## src/rtl/game_pkg.sv

```systemverilog
// game_pkg: shared state encoding and coordinate/lives widths for the round controller
package game_pkg;
  localparam int COORD_W = 5;
  localparam int LIVES_W = 2;
  typedef enum logic [1:0] {IDLE, SPAWN, PLAY, OVER} state_t;
endpackage

```

## src/rtl/hit_detect.sv

```systemverilog
// hit_detect: cursor-on-target equality compare
module hit_detect
  import game_pkg::*;
(
  input  logic [COORD_W-1:0] px,
  input  logic [COORD_W-1:0] py,
  input  logic [COORD_W-1:0] tx,
  input  logic [COORD_W-1:0] ty,
  output logic               hit
);
  assign hit = (px == tx) && (py == ty);
endmodule

```

## src/rtl/game_round_ctrl.sv

```systemverilog
// game_round_ctrl: round sequencing, scoring and lives; GAME_ROUND_TIMEOUT_EN adds a per-round PLAY timeout
module game_round_ctrl
  import game_pkg::*;
#(
  parameter int SCORE_W     = 8,
  parameter int LIVES_INIT  = 3,
  parameter int TIMEOUT_CYC = 1000
) (
  input  logic               clk,
  input  logic               reset_n,
  input  logic               start,
  input  logic               fire,
  input  logic [COORD_W-1:0] player_x,
  input  logic [COORD_W-1:0] player_y,
  input  logic [COORD_W-1:0] target_x,
  input  logic [COORD_W-1:0] target_y,
  output logic               new_target,
  output logic [SCORE_W-1:0] score,
  output logic [LIVES_W-1:0] lives,
  output logic               round_active,
  output logic               game_over
);
  state_t state, next;
  logic hit, timeout, shot_hit, lose, restart;
  hit_detect u_hit (
    .px(player_x),
    .py(player_y),
    .tx(target_x),
    .ty(target_y),
    .hit(hit)
  );
`ifdef GAME_ROUND_TIMEOUT_EN
  localparam int TW = $clog2(TIMEOUT_CYC + 1);
  logic [TW-1:0] timer;
  // >= so that a miss landing on the last allowed cycle still times out on the next one
  assign timeout = (state == PLAY) && !fire && (timer >= TW'(TIMEOUT_CYC - 1));
  // round timer: zeroed while spawning, counts PLAY cycles
  always_ff @(posedge clk or negedge reset_n)
    if (!reset_n) timer <= '0;
    else if (state == SPAWN) timer <= '0;
    else if (state == PLAY) timer <= timer + 1'b1;
`else
  assign timeout = 1'b0;
`endif
  assign shot_hit = (state == PLAY) && fire && hit;
  assign lose     = (state == PLAY) && ((fire && !hit) || timeout);
  assign restart  = ((state == IDLE) || (state == OVER)) && start;
  // state register
  always_ff @(posedge clk or negedge reset_n)
    if (!reset_n) state <= IDLE;
    else state <= next;
  // next-state: a miss keeps the target, a timeout spawns a new one, losing the last life ends the game
  always_comb begin
    next = state;
    case (state)
      IDLE, OVER: next = start ? SPAWN : state;
      SPAWN:      next = PLAY;
      PLAY:       next = shot_hit ? SPAWN :
                         !lose ? PLAY :
                         (lives == LIVES_W'(1)) ? OVER :
                         fire ? PLAY : SPAWN;
      default:    next = IDLE;
    endcase
  end
  // score and lives bookkeeping; score saturates at all-ones
  always_ff @(posedge clk or negedge reset_n)
    if (!reset_n) begin
      score <= '0;
      lives <= '0;
    end else if (restart) begin
      score <= '0;
      lives <= LIVES_W'(LIVES_INIT);
    end else if (shot_hit) begin
      score <= (&score) ? score : score + 1'b1;
    end else if (lose) begin
      lives <= lives - 1'b1;
    end
  // outputs decoded purely from state
  always_comb begin
    new_target   = (state == SPAWN);
    round_active = (state == PLAY);
    game_over    = (state == OVER);
  end
endmodule

```

## config.mk

```make
export PLATFORM = sky130hd
export DESIGN_NAME = game_round_ctrl
export DESIGN_NICKNAME = d
export VERILOG_FILES = /design/src/rtl/game_pkg.sv /design/src/rtl/hit_detect.sv /design/src/rtl/game_round_ctrl.sv
export SDC_FILE = /design/constraint.sdc
export NUM_CORES = 1
export LEC_CHECK = 0
export BUFFER_PORTS_ARGS = -buffer_cell sky130_fd_sc_hd__clkbuf_2
export CORE_MARGIN = 5
export CORE_UTILIZATION = 47
export DETAILED_ROUTE_END_ITERATION = 7
export PLACE_DENSITY = 0.78
export SLEW_MARGIN = 25
export SYNTH_ARGS = -nofsm -noshare
export SYNTH_HDL_FRONTEND = slang
export SYNTH_SLANG_ARGS = --single-unit
```

## constraint.sdc

```tcl
create_clock -name clk -period 1.89 [get_ports clk]
set_clock_uncertainty 0.05 [all_clocks]
set_input_delay 0.189 -clock clk [delete_from_list [all_inputs] [get_ports clk]]
set_output_delay 0.189 -clock clk [all_outputs]
set_load 0.02 [all_outputs]
```

Word level (Yosys, flattened, before mapping)

Index checks and enable logic that the tools add are counted.

Add/subtract/negate cells: 2
Equality and inequality tests: 9
Multiplexer cells: 12
Reduce and logical (&&, ||, !) cells: 15

Operators by type and width:

| operator                                              | number |
|---|---|
| 2-to-1 mux 8 bit                                      | 3 |
| 2-to-1 mux 2 bit                                      | 8 |
| == test 5 bit                                         | 2 |
| adder 8 x 1 -> 8 bit, second input constant           | 1 |
| AND reduction 8 bit                                   | 1 |
| logical AND 1 bit                                     | 6 |
| case mux 2 bit (3 select lines)                       | 1 |
| == test 2 x 1 -> 1 bit, second input constant         | 2 |
| == test 2 bit, second input constant                  | 2 |
| inequality test 2 bit, second input constant          | 2 |
| AND reduction 2 bit                                   | 2 |
| nonzero test 2 bit                                    | 2 |
| zero test 2 bit                                       | 1 |
| inequality test 2 x 1 -> 1 bit, second input constant | 1 |
| OR reduction 2 bit                                    | 1 |
| subtractor 2 x 1 -> 2 bit, second input constant      | 1 |
| zero test 1 bit                                       | 1 |
| logical OR 1 bit                                      | 1 |

Register bits: 12
Logic and storage cells: 41

Logic depth before layout (Yosys ltp)

Gate-level depths: netlist of run 1.

Depth after elaboration: 8
Mapped depth: 7
Depth with buffers taken out: 6

Cells and area by module

A second synthesis of run 1 with hierarchy kept.

Cells, all modules: 86
Area total of the unflattened synthesis: 844.6 µm²

Modules (own cells, without submodules):

| module          | instances | cells an instance | area an instance (µm²) | sequential area each (µm²) |
|---|---|---|---|---|
| game_round_ctrl | 1         | 73                | 732.0                  | 300.3 |
| hit_detect      | 1         | 13                | 112.6                  | 0.0 |

Worst setup path after synthesis of run 1

OpenSTA, ideal clock, no wires.

Kind: flip-flop to flip-flop
From: register state[0]
To: register score[3]
Setup time: 0.077 ns
Arrival: 1.757 ns
Required time: 1.763 ns
Setup slack: 0.006 ns
Stages on the path, launching flop included: 8
Buffers on the path: 1
Period minus slack after synthesis: 1.884 ns
Cell sequence: dfrtp_1 inv_1 ha_1 and2_1 o2111ai_2 buf_6 or4_1 a21oi_1

Longest elaborated chain between the ends: 5
Elaborated cells between the ends (all ways): 11
Those cells by class: 3 x eq/ne; 1 x mux; 7 x reduce/logical

RTL lines:

| what                                 | line                  | RTL |
|---|---|---|
| from (decl)                          | game_round_ctrl.sv:23 | `state_t state, next;` |
| from (signal assigned)               | game_round_ctrl.sv:51 | `else state <= next;` |
| == test 2 bit                        | --                    |  |
| net round_active                     | game_round_ctrl.sv:20 | `output logic round_active,` |
| logical AND 1 bit (2 in series)      | game_round_ctrl.sv:45 | `assign shot_hit = (state == PLAY) && fire && hit;` |
| nonzero test 2 bit (no source line)  | --                    |  |
| AND reduction 2 bit (no source line) | --                    |  |
| to (signal assigned)                 | game_round_ctrl.sv:74 | `score <= (&score) ? score : score + 1'b1;` |
| to (decl)                            | game_round_ctrl.sv:18 | `output logic [SCORE_W-1:0] score,` |

The timed path passes the listed nets, and every way through them passes these cells.
A chain may end at the register's enable or synchronous reset.

Worst setup path after layout of run 1

From: register state[0]
To: register score[4]

Longest elaborated chain between the ends: 5
Elaborated cells between the ends (all ways): 11
Those cells by class: 3 x eq/ne; 1 x mux; 7 x reduce/logical

RTL lines:

| what                                                                                | line                                         | RTL |
|---|---|---|
| == test 2 bit, or another cell as far along                                         | game_round_ctrl.sv:47                        | `assign restart = ((state == IDLE) \|\| (state == OVER)) && start;` |
| logical OR 1 bit / logical AND 1 bit (equally long branches)                        | game_round_ctrl.sv:47, game_round_ctrl.sv:45 |  |
| logical AND 1 bit (on tied branches)                                                | game_round_ctrl.sv:47, game_round_ctrl.sv:45 |  |
| inequality test 2 bit (no source line) / nonzero test 2 bit (equally long branches) | --                                           |  |
| AND reduction 2 bit (no source line)                                                | --                                           |  |

Several ways; a longest one is shown, not always the timed one.

==> flow_summary.rst, run 1 <==
.. list-table::
   :header-rows: 1

   * - Metric
     - Value
   * - Wire length reported by the detailed router
     - 2380 um
   * - Die height
     - 53.5 um
   * - Number of rows created at floorplan
     - 15
   * - Initial Utilization
     - 0.505
   * - # DRC
     - 0
   * - RD Place Congestion
     - 0.858
   * - IO buf count
     - 36
   * - HPWL after detailed placement
     - 1790 um
   * - Post-Layout Cell Count
     - 170
   * - Ys async rst share
     - 1.00
   * - Final setup violation count
     - 0
   * - Number of buffers on the longest clock path
     - 2
   * - Placed cells
     - 163
   * - Kind of launch point of the worst setup path
     - register
   * - Antenna violations before repair
     - 0
   * - H-tree Lvls
     - 1
   * - Clock latency reported for the late side of the worst-skew pair
     - 0.27 ns
   * - Total grt overflow
     - 0
   * - Highest clock rate
     - 564 MHz
   * - Clock transition at the registers of the reported paths
     - 0.07 ns
   * - Share of total power in the clock network
     - 0.164
   * - Final count of hold timing violations
     - 0
   * - Layout Nets
     - 176
   * - Internal power contribution
     - 0.554 mW
   * - Count of different cell masters after synthesis
     - 35
   * - Ratio of routed vias to standard cells
     - 5.51
   * - Critical path class
     - reg2reg
   * - First-pass GRT wire length
     - 3530 um
   * - Iteration-0 DRC Markers
     - 20
   * - Final core area utilization
     - 0.682
   * - Worst path required time
     - 2.04 ns
   * - Clk sinks
     - 12
   * - Area inside the core boundary
     - 1760 um^2
   * - Commonest non-fill, non-tap cells in the layout
     - sky130_fd_sc_hd__clkbuf_2 (36), sky130_fd_sc_hd__dfrtp_1 (12), sky130_fd_sc_hd__nand2_1 (10), sky130_fd_sc_hd__inv_1 (9), sky130_fd_sc_hd__buf_4 (8)
   * - Fraction of layout cells with a size suffix above 1
     - 0.372
   * - Post-detailed-route wirelength per cell
     - 14.0 um
   * - Yosys warns
     - 0
   * - Post-synthesis instance total
     - 99
   * - Flip-flop and latch count after synthesis
     - 12
   * - TritonCTS clock tree
     - yes
   * - Fraction of power consumed by combinational cells
     - 0.491
   * - Overall via count from detail_route
     - 936
   * - Number of iterations in the first detailed-routing pass
     - 4
   * - Finished Cell Area
     - 1200 um^2
   * - Placement-stage cell area
     - 1130 um^2
   * - Die ar.
     - 2870 um^2
   * - Wl on met1
     - 987 um
   * - Share of power burned in registers
     - 0.346
   * - Worst path arrival time
     - 1.92 ns
   * - Synthesized Nets
     - 128
   * - Via count of the first global-routing pass
     - 820
   * - Routed length on met3
     - 138 um
   * - Max-cap violation count
     - 0
   * - Status
     - finished, final reports clean
   * - Number of nets with antenna violations after detailed routing
     - 0
   * - Die extent in x
     - 53.5 um
   * - Type of the tightest min-delay check
     - in2reg
   * - Diode count
     - 0
   * - Pin slew with the least headroom to its limit
     - 0.399 ns
   * - Power density normalized to cell area
     - 790 nW/um^2
   * - Leakage component of the power
     - 0.561 nW
   * - Switching share of power
     - 0.416
   * - Pin count of the biggest net entering global routing
     - 16
   * - Top FF cell, synth
     - sky130_fd_sc_hd__dfrtp_1
   * - Layout Area Growth over Synthesis
     - 35.0%
   * - Highest layer used for signal routing
     - met4
   * - Critical path's slowest cell
     - sky130_fd_sc_hd__or4_1
   * - Category of the worst setup path capture point
     - register
   * - Max rail drop VDD
     - 0.839 mV
   * - Max-slew headroom
     - 0.732
   * - Critical-path maximum fanout
     - 5
   * - Peak per-stage delay on the critical path
     - 0.50 ns
   * - CTS Buf Count
     - 3
   * - Total negative slack for setup checks
     - 0 ns
   * - Period utilization
     - 0.938
   * - Top-level I/O count
     - 37
   * - Total net switching power
     - 0.395 mW
   * - Setup repair after global routing missed its margin
     - no
   * - Overall routing resource usage
     - 0.169
   * - Cell-by-cell listing of the critical path
     - inv_1 -> ha_1 -> and2_2 -> o2111ai_4 -> or4_1 -> a21oi_1
   * - Most common cell after layout, fill and taps aside
     - sky130_fd_sc_hd__clkbuf_2
   * - Clock Root Buffer
     - sky130_fd_sc_hd__clkbuf_4
   * - Register area share after synthesis
     - 0.337
   * - Netlist area before placement
     - 891 um^2
   * - Post-route minimum period
     - 1.77 ns
   * - Wire length on met2
     - 1240 um
   * - Synthesized area per cell
     - 9.00 um^2
   * - Final Max Slew Viols
     - 0
   * - Post-synth EDFFs
     - 0
## flip-flops by register name (all words and copies together) (netlist names)
register	cells
lives	2
score	8
state	2
## cells in the mapped netlist, drive strengths merged (2+ instances only)
| cell | number | area [um^2] |
|---|---|---|
| dfrtp | 12 | 300 |
| nand2 | 10 | 37.5 |
| inv | 9 | 33.8 |
| xor2 | 7 | 61.3 |
| a21oi | 6 | 30.0 |
| nand3 | 6 | 30.0 |
| ha | 5 | 62.6 |
| nor2 | 5 | 26.3 |
| o31ai | 5 | 37.5 |
| or4 | 4 | 30.0 |
| buf | 3 | 20.0 |
| o211ai | 3 | 22.5 |
| a221oi | 2 | 23.8 |
| and2 | 2 | 12.5 |
| nand2b | 2 | 12.5 |
| nor4 | 2 | 18.8 |
| o21ai | 2 | 10.0 |
| xnor2 | 2 | 17.5 |
## routing by layer
metal  vias to the layer above  GRT usage
li1                        467          -
met2                        33      0.288
met1                       434      0.203
met3                         2     0.0609
met5                         -          0
met4                         0     0.0383
## critical path: cells and delay by family, from the launching register on
kind                       cells  cell delay, ns
AOI/OAI and AO/OA              2            0.31
adders and majority gates      1            0.16
buffers and inverters          1            0.07
DFF                            1            0.42
and+or+nand+nor                2            0.70
## power by group through the flow
stage | logic [mW] | clock network, mW | registers [mW]
after floorplan | 0.309 | 0 | 0.346
after global placement | 0.446 | 0 | 0.329
after detailed placement | 0.455 | 0 | 0.333
after CTS | 0.462 | 0.163 | 0.328
after global routing | 0.524 | 0.176 | 0.333
final | 0.466 | 0.155 | 0.328
## layout make-up
class | count | area, um^2
fill | 155 | 562
multi-input combinational | 75 | 561
sequential | 12 | 300
timing repair buffer | 45 | 250
inverter | 10 | 37.5
tap | 25 | 31.3
clock buffer | 3 | 22.5
## kinds of logic (layout without fill, tap and decap cells)
| kind of cell | Yosys count | in the layout | synth area share |
|---|---|---|---|
| AOI/OAI and AO/OA | 25 | 26 | 0.221 |
| and+or+nand+nor | 34 | 34 | 0.208 |
| muxes | 1 | 1 | 0.0112 |
| buffers and inverters | 13 | 58 | 0.0646 |
| DFF | 12 | 12 | 0.337 |
| adders and majority gates | 5 | 5 | 0.0702 |
| xor gates and xnor gates | 9 | 9 | 0.0885 |
## repair_timing
action                                  CTS  global route
endpoints found under the setup margin    2             3
hold buffers                              1             0
gates resized for setup                   1             1
endpoints found under the hold margin    12             0
pin swaps                                 0             0
buffers inserted                          0             2
gates cloned                              0             1
## through the flow
| stage | total power [mW] | worst slack (ns) | hold WS [ns] |
|---|---|---|---|
| detailed placement | 0.788 | -0.00734 | 0.0441 |
| finish | 0.950 | 0.118 | 0.247 |
| CTS | 0.953 | 0.0402 | 0.239 |
| floorplan | 0.655 | 0.00571 | -0.157 |
| global placement | 0.775 | 0.102 | 0.0381 |
| global route | 1.03 | 0.00458 | 0.259 |
## final timing paths
check	endpoint	cells after the start	startpoint	slack, ns
setup reg to reg	score[4]	6	state[0]	0.12
hold reg to reg	lives[0]	2	lives[0]	0.52
setup / recovery	score[4]	6	state[0]	0.12
max in group asynchronous	score[1]	2	reset_n	1.27
hold / removal	lives[0]	3	start	0.25
min in group asynchronous	score[5]	2	reset_n	0.28
No activity file was read; power rests on OpenSTA's default activity.
==> run 2, diff against run 1 <==
--- a/config.mk
+++ b/config.mk
@@ -5,11 +5,10 @@
 export SDC_FILE = /design/constraint.sdc
 export NUM_CORES = 1
 export LEC_CHECK = 0
-export BUFFER_PORTS_ARGS = -buffer_cell sky130_fd_sc_hd__clkbuf_2
 export CORE_MARGIN = 5
-export CORE_UTILIZATION = 47
+export CORE_UTILIZATION = 45
 export DETAILED_ROUTE_END_ITERATION = 7
-export PLACE_DENSITY = 0.78
+export DONT_BUFFER_PORTS = 1
 export SLEW_MARGIN = 25
 export SYNTH_ARGS = -nofsm -noshare
 export SYNTH_HDL_FRONTEND = slang
==> run 2 against run 1 <==
Net effect: largest power group unchanged; global-route usage decreased by 0.58 points; cell area decreased by 12%; non-clock buffer count decreased by 31.
==> flow_summary.rst, run 2 (synthesis results as in run 1) <==
.. list-table::
   :header-rows: 1

   * - Metric
     - Value
   * - Period utilization
     - 0.897 (-0.0411)
   * - Pin slew with the least headroom to its limit
     - 0.553 ns (+0.153 ns)
   * - Number of nets with antenna violations after detailed routing
     - 0 (unchanged)
   * - Max rail drop VDD
     - 0.621 mV (-26%)
   * - Share of power burned in registers
     - 0.357 (+0.011)
   * - H-tree Lvls
     - 1 (unchanged)
   * - Clock latency reported for the late side of the worst-skew pair
     - 0.28 ns (about the same)
   * - RD Place Congestion
     - 0.780 (-9.1%)
   * - Switching share of power
     - 0.406 (-0.0102)
   * - Via count of the first global-routing pass
     - 743 (-9.4%)
   * - Iteration-0 DRC Markers
     - 6 (-70%)
   * - Number of rows created at floorplan
     - 16 (+1)
   * - # DRC
     - 0 (unchanged)
   * - Status
     - finished, final reports clean
   * - Most common cell after layout, fill and taps aside
     - sky130_fd_sc_hd__buf_4
   * - Area inside the core boundary
     - 1920 um^2 (+8.9%)
   * - HPWL after detailed placement
     - 1760 um (-1.7%)
   * - Share of total power in the clock network
     - 0.216 (+0.052)
   * - Fraction of layout cells with a size suffix above 1
     - 0.202 (-0.171)
   * - Die extent in x
     - 54.5 um (+1.8%)
   * - Largest registers
     - score (8), lives (2), state (2)
   * - Worst path arrival time
     - 1.86 ns (-0.06 ns)
   * - IO buf count
     - 0 (-100%)
   * - Critical path class
     - reg2reg
   * - Final Max Slew Viols
     - 0 (unchanged)
   * - Top-level I/O count
     - 37 (unchanged)
   * - Clock transition at the registers of the reported paths
     - 0.08 ns (about the same)
   * - Total net switching power
     - 0.391 mW (-1.2%)
   * - Total negative slack for setup checks
     - 0 ns (unchanged)
   * - Depth of the most critical reg-to-reg path
     - 6 (unchanged)
   * - Max-cap violation count
     - 0 (unchanged)
   * - Fraction of power consumed by combinational cells
     - 0.427 (-0.064)
   * - Number of iterations in the first detailed-routing pass
     - 4 (unchanged)
   * - Antenna violations before repair
     - 0 (unchanged)
   * - First-pass GRT wire length
     - 3370 um (-4.5%)
   * - Category of the worst setup path capture point
     - register
   * - TritonCTS clock tree
     - yes
   * - Diode count
     - 0 (unchanged)
   * - Overall via count from detail_route
     - 798 (-15%)
   * - Number of buffers on the longest clock path
     - 2 (unchanged)
   * - Pin count of the biggest net entering global routing
     - 16 (unchanged)
   * - Kind of launch point of the worst setup path
     - register
   * - Post-detailed-route wirelength per cell
     - 15.7 um (+12%)
   * - Number of flip-flops under the largest register name
     - 8 (unchanged)
   * - Max-slew headroom
     - 0.630 (-0.101)
   * - Power density normalized to cell area
     - 904 nW/um^2 (+14%)
   * - Worst path required time
     - 2.05 ns (about the same)
   * - Critical-path maximum fanout
     - 7 (+2)
   * - Commonest non-fill, non-tap cells in the layout
     - sky130_fd_sc_hd__buf_4 (13), sky130_fd_sc_hd__dfrtp_1 (12), sky130_fd_sc_hd__nand2_1 (10), sky130_fd_sc_hd__inv_1 (9), sky130_fd_sc_hd__xor2_1 (7)
   * - Highest clock rate
     - 590 MHz (+4.6%)
   * - Initial Utilization
     - 0.464 (-0.0414)
   * - CTS Buf Count
     - 3 (unchanged)
   * - Overall routing resource usage
     - 0.163 (-0.00582)
   * - Final setup violation count
     - 0 (unchanged)
   * - Hold Path Stages
     - 2 (-1)
   * - Wire length reported by the detailed router
     - 2210 um (-7.0%)
   * - Post-route minimum period
     - 1.69 ns (-0.0776 ns)
   * - Clk sinks
     - 12 (unchanged)
   * - Ratio of routed vias to standard cells
     - 5.66 (+2.8%)
   * - Total grt overflow
     - 0 (unchanged)
   * - Final count of hold timing violations
     - 0 (unchanged)
   * - Final core area utilization
     - 0.553 (-0.128)
   * - Leakage component of the power
     - 0.442 nW (-21%)
   * - Layout Nets
     - 144 (-18%)
   * - Setup repair after global routing missed its margin
     - no
   * - Layout Area Growth over Synthesis
     - 19.4%
   * - Register containing the most flip-flops in the final layout
     - score
   * - Die height
     - 54.5 um (+1.8%)
   * - Clock Root Buffer
     - sky130_fd_sc_hd__clkbuf_4
   * - Die ar.
     - 2970 um^2 (+3.6%)
   * - Type of the tightest min-delay check
     - in2reg
   * - Internal power contribution
     - 0.571 mW (+3.0%)
## run 2: cell count changes in the layout (fill, tap and decap cells not counted), sizes merged
cell     delta
clkbuf     -35
buf         +5
o2111ai     -1
## run 2: path summary, 6_finish.rpt
path,start,to,slack [ns]
setup / recovery,state[0],score[4],0.20
hold reg to reg,state[0],state[0],0.59
hold / removal,start,lives[0],0.13
min in group asynchronous,reset_n,score[3],0.28
max in group asynchronous,reset_n,score[0],1.14
setup reg to reg,state[0],score[4],0.20
## run 2: layout make-up
cell class	count	area (um^2)
Fill cell	201	858
Multi-Input combinational cell	74	548
Sequential cell	12	300
Timing Repair Buffer	14	108
Inverter	10	37.5
Clock buffer	4	36.3
Tap cell	27	33.8
## run 2: stage by stage
stage	total power, mW	setup slack, ns	std cells	instance area, um^2	hold slack [ns]
6_report	0.962	0.195	141	1060	0.131
5_1_grt	1.04	0.0451	141	1060	0.136
4_1_cts	0.953	0.105	139	1030	0.127
3_5_place_dp	0.729	0.120	134	987	-0.156
3_3_place_gp	0.717	0.165	134	987	-0.156
2_1_floorplan	0.655	0.00571	99	891	-0.157
## run 2: repair_timing
item                                   4_1_cts  5_1_grt
setup endpoints to repair                    0        4
endpoints found under the hold margin       12        0
hold buffers                                 1        0
buffers inserted                             0        2
resized for setup                            0        2
## run 2: worst max-delay path, stage by stage, from the launching register on
cell and delay, ns:
sky130_fd_sc_hd__dfrtp_1 0.38, sky130_fd_sc_hd__inv_1 0.06, sky130_fd_sc_hd__ha_1 0.15, sky130_fd_sc_hd__and2_1 0.18
sky130_fd_sc_hd__o2111ai_4 0.15, sky130_fd_sc_hd__or4_1 0.51, sky130_fd_sc_hd__a21oi_2 0.15
## run 2: power groups by stage
stage               clock [mW]  combinational, mW  sequential [mW]
floorplan                    0              0.309            0.346
global placement             0              0.363            0.353
detailed placement           0              0.373            0.355
CTS                      0.216              0.387            0.350
global route             0.235              0.453            0.349
finish                   0.208              0.411            0.343
## run 2: routing by layer
metal | part of all wire | GRT usage
met2 | 0.53 | 0.269
met5 | 0 | 0
met1 | 0.40 | 0.183
met4 | 0.0045 | 0.0498
met3 | 0.065 | 0.0817
==> run 3, diff against run 2 <==
--- a/config.mk
+++ b/config.mk
@@ -12,4 +12,5 @@
 export SLEW_MARGIN = 25
 export SYNTH_ARGS = -nofsm -noshare
 export SYNTH_HDL_FRONTEND = slang
+export SYNTH_HIERARCHICAL = 1
 export SYNTH_SLANG_ARGS = --single-unit
==> run 3 against run 2 <==
Net effect: critical path depth fell by 1; total power fell by 15%; core utilization fell by 1.3 points; worst hold slack got worse by 0.055 ns; largest cell class unchanged; cell area fell by 10%; setup slack improved by 0.016 ns; register-to-register slack improved by 0.02 ns; highest routed layer unchanged; combinational power fell by 21%.
==> flow_summary.rst, run 3 <==
.. list-table::
   :header-rows: 1

   * - Metric
     - Value
   * - Met1 routing resource usage after global routing
     - 0.192 (+0.00861)
   * - Power density normalized to cell area
     - 862 nW/um^2 (-4.7%)
   * - Worst path required time
     - 2.00 ns (-0.05 ns)
   * - Status
     - finished, final reports clean
   * - Max-slew headroom
     - 0.614 (-0.0163)
   * - Pin slew with the least headroom to its limit
     - 0.577 ns (+0.0244 ns)
   * - Post-synth EDFFs
     - 0 (unchanged)
   * - Multi-input logic area
     - 514 um^2 (-6.2%)
   * - Wire length reported by the detailed router
     - 1730 um (-22%)
   * - Final core area utilization
     - 0.540 (-0.0130)
   * - Final count of hold timing violations
     - 0 (unchanged)
   * - Diode count
     - 0 (unchanged)
   * - Number of nets with antenna violations after detailed routing
     - 0 (unchanged)
   * - Largest registers
     - score (8), lives (2), state (2)
   * - Depth of the most critical reg-to-reg path
     - 5 (-1)
   * - Via count of the first global-routing pass
     - 680 (-8.5%)
   * - Overall via count from detail_route
     - 684 (-14%)
   * - Post-detailed-route wirelength per cell
     - 14.3 um (-8.7%)
   * - Post-route minimum period
     - 1.68 ns (-0.0159 ns)
   * - Top FF cell, synth
     - sky130_fd_sc_hd__dfrtp_1
   * - Number of rows created at floorplan
     - 15 (-1)
   * - Max rail drop VDD
     - 0.530 mV (-15%)
   * - Clock latency reported for the late side of the worst-skew pair
     - 0.27 ns (about the same)
   * - Netlist area before placement
     - 845 um^2 (-5.2%)
   * - Initial Utilization
     - 0.479 (+0.0152)
   * - # DRC
     - 0 (unchanged)
   * - IO buf count
     - 0 (unchanged)
   * - Layout Nets
     - 127 (-12%)
   * - H-tree Lvls
     - 1 (unchanged)
   * - Critical-path maximum fanout
     - 8 (+1)
   * - Synthesized area per cell
     - 9.82 um^2 (+9.1%)
   * - Area inside the core boundary
     - 1760 um^2 (-8.2%)
   * - Count of different cell masters after synthesis
     - 32 (-8.6%)
   * - Register area share after synthesis
     - 0.356 (+0.0185)
   * - Clock transition at the registers of the reported paths
     - 0.08 ns (about the same)
   * - HPWL after detailed placement
     - 1400 um (-21%)
   * - Overall routing resource usage
     - 0.148 (-0.0156)
   * - Worst path arrival time
     - 1.79 ns (-0.07 ns)
   * - Layer with the highest usage after global routing
     - met2
   * - Clk sinks
     - 12 (unchanged)
   * - Global Route met3 Usage
     - 0.0479 (-0.0339)
   * - Final Max Slew Viols
     - 0 (unchanged)
   * - Critical path class
     - reg2reg
   * - Post-CTS Setup Inserts
     - 0 (unchanged)
   * - Layout Area Growth over Synthesis
     - 12.9%
   * - Final setup violation count
     - 0 (unchanged)
   * - Setup repair after global routing missed its margin
     - no
   * - Yosys top cell by area
     - sky130_fd_sc_hd__dfrtp_1
   * - Number of buffers on the longest clock path
     - 2 (unchanged)
   * - Global routing usage on met2
     - 0.210 (-0.0587)
   * - Total grt overflow
     - 0 (unchanged)
   * - Number of iterations in the first detailed-routing pass
     - 4 (unchanged)
   * - Pin count of the biggest net entering global routing
     - 13 (-3)
   * - Antenna violations before repair
     - 0 (unchanged)
   * - Category of the worst setup path capture point
     - register
   * - Commonest non-fill, non-tap cells in the layout
     - sky130_fd_sc_hd__nand2_1 (12), sky130_fd_sc_hd__dfrtp_1 (12), sky130_fd_sc_hd__xnor2_1 (8), sky130_fd_sc_hd__buf_4 (7), sky130_fd_sc_hd__inv_1 (6)
   * - Ranking of synthesized cells by instance count
     - sky130_fd_sc_hd__dfrtp_1 (12), sky130_fd_sc_hd__nand2_1 (12), sky130_fd_sc_hd__xnor2_1 (8)
   * - First-pass GRT wire length
     - 3020 um (-10%)
   * - Die ar.
     - 2840 um^2 (-4.3%)
   * - Post-synth top area share
     - 0.356 (+0.0185)
   * - Synthesized Nets
     - 115 (-10%)
   * - RD Place Congestion
     - 0.791 (+1.4%)
   * - Register containing the most flip-flops in the final layout
     - score
   * - Leakage component of the power
     - 0.395 nW (-11%)
   * - Storage element area
     - 300 um^2 (unchanged)
   * - Period utilization
     - 0.888 (-0.00840)
   * - Ratio of routed vias to standard cells
     - 5.65 (-0.12%)
   * - Hold Path Stages
     - 2 (unchanged)
   * - Die extent in x
     - 53.3 um (-2.2%)
   * - Total negative slack for setup checks
     - 0 ns (unchanged)
   * - Iteration-0 DRC Markers
     - 8 (+2)
   * - Cell types occupying the most area after synthesis
     - sky130_fd_sc_hd__dfrtp_1 (36%), sky130_fd_sc_hd__xnor2_1 (8.3%), sky130_fd_sc_hd__ha_1 (7.4%)
   * - Max-cap violation count
     - 0 (unchanged)
   * - Number of flip-flops under the largest register name
     - 8 (unchanged)
   * - Highest clock rate
     - 596 MHz (+0.95%)
   * - Fraction of layout cells with a size suffix above 1
     - 0.146 (-0.0559)
   * - Ys async rst share
     - 1.00 (unchanged)
   * - Top-level I/O count
     - 37 (unchanged)
   * - CTS Buf Count
     - 3 (unchanged)
   * - Clock Root Buffer
     - sky130_fd_sc_hd__clkbuf_4
   * - TritonCTS clock tree
     - yes
   * - Type of the tightest min-delay check
     - in2reg
   * - Post-synthesis instance total
     - 86 (-13%)
   * - Number of fill cells
     - 169 (-16%)
   * - Die height
     - 53.3 um (-2.2%)
   * - Kind of launch point of the worst setup path
     - register
   * - Yosys warns
     - 6 (+6)
   * - Flip-flop and latch count after synthesis
     - 12 (unchanged)
==> run 3: logic make-up (layout without fill, tap and decap cells) <==
group                    after synthesis  count (layout)  share of synthesized area
adder cells (fa/ha/maj)                5               5                     0.0741
AO/OA/AOI/OAI                         13              13                      0.113
XOR/XNOR                              11              11                      0.114
AND/OR/NAND/NOR                       32              32                      0.236
flip-flops                            12              12                      0.356
buffers and inverters                  7              17                     0.0356
multiplexers                           6               6                     0.0726
==> run 3: worst paths after layout <==
check                      startpoint       end  slack (ns)
max                          state[0]  score[7]        0.21
min                             start  score[2]        0.08
max reg2reg                  state[0]  score[7]        0.21
min reg2reg                  state[0]  state[0]        0.54
max in group asynchronous     reset_n  score[7]        1.11
min in group asynchronous     reset_n  state[1]        0.30
==> run 3: timing repair <==
action	4_1_cts	5_1_grt
hold endpoints to repair	12	0
resized for setup	0	0
hold buffers	1	0
==> run 3: cell type report <==
type                    count  area share
clock buffers               3      0.0236
repair buffers              8      0.0656
flip-flops and latches     12       0.315
inverters                   6      0.0236
well taps                  25      0.0328
multi-input cells          67       0.539
==> run 3: power breakdown <==
group / internal, mW / total [mW] / switching [mW]
Combinational: 0.129 / 0.325 / 0.196
Clock: 0.0737 / 0.162 / 0.0881
Sequential: 0.290 / 0.335 / 0.0447
==> run 3: worst max-delay path, cell delays in order, from the launching register on <==
cell                      delay [ns]
sky130_fd_sc_hd__dfrtp_1        0.42
sky130_fd_sc_hd__inv_1          0.07
sky130_fd_sc_hd__ha_1           0.26
sky130_fd_sc_hd__nand4_4        0.15
sky130_fd_sc_hd__or4_1          0.49
sky130_fd_sc_hd__o211a_1        0.13
==> run 3: per-stage QoR <==
stage          setup WS (ns)  cells  hold WS, ns  area [um^2]  total power [mW]
6_report               0.211    121       0.0761          953             0.822
5_1_grt               0.0608    121       0.0738          953             0.893
4_1_cts                0.199    121       0.0660          953             0.829
3_5_place_dp          0.0916    117       -0.156          921             0.662
3_3_place_gp           0.121    117       -0.156          921             0.653
2_1_floorplan         0.0508     86       -0.157          845             0.614
==> run 3: routing by layer <==
metal,vias up,part of all wire
met4,0,0.018
li1,334,-
met2,29,0.44
met3,6,0.093
met1,315,0.45
met5,-,0
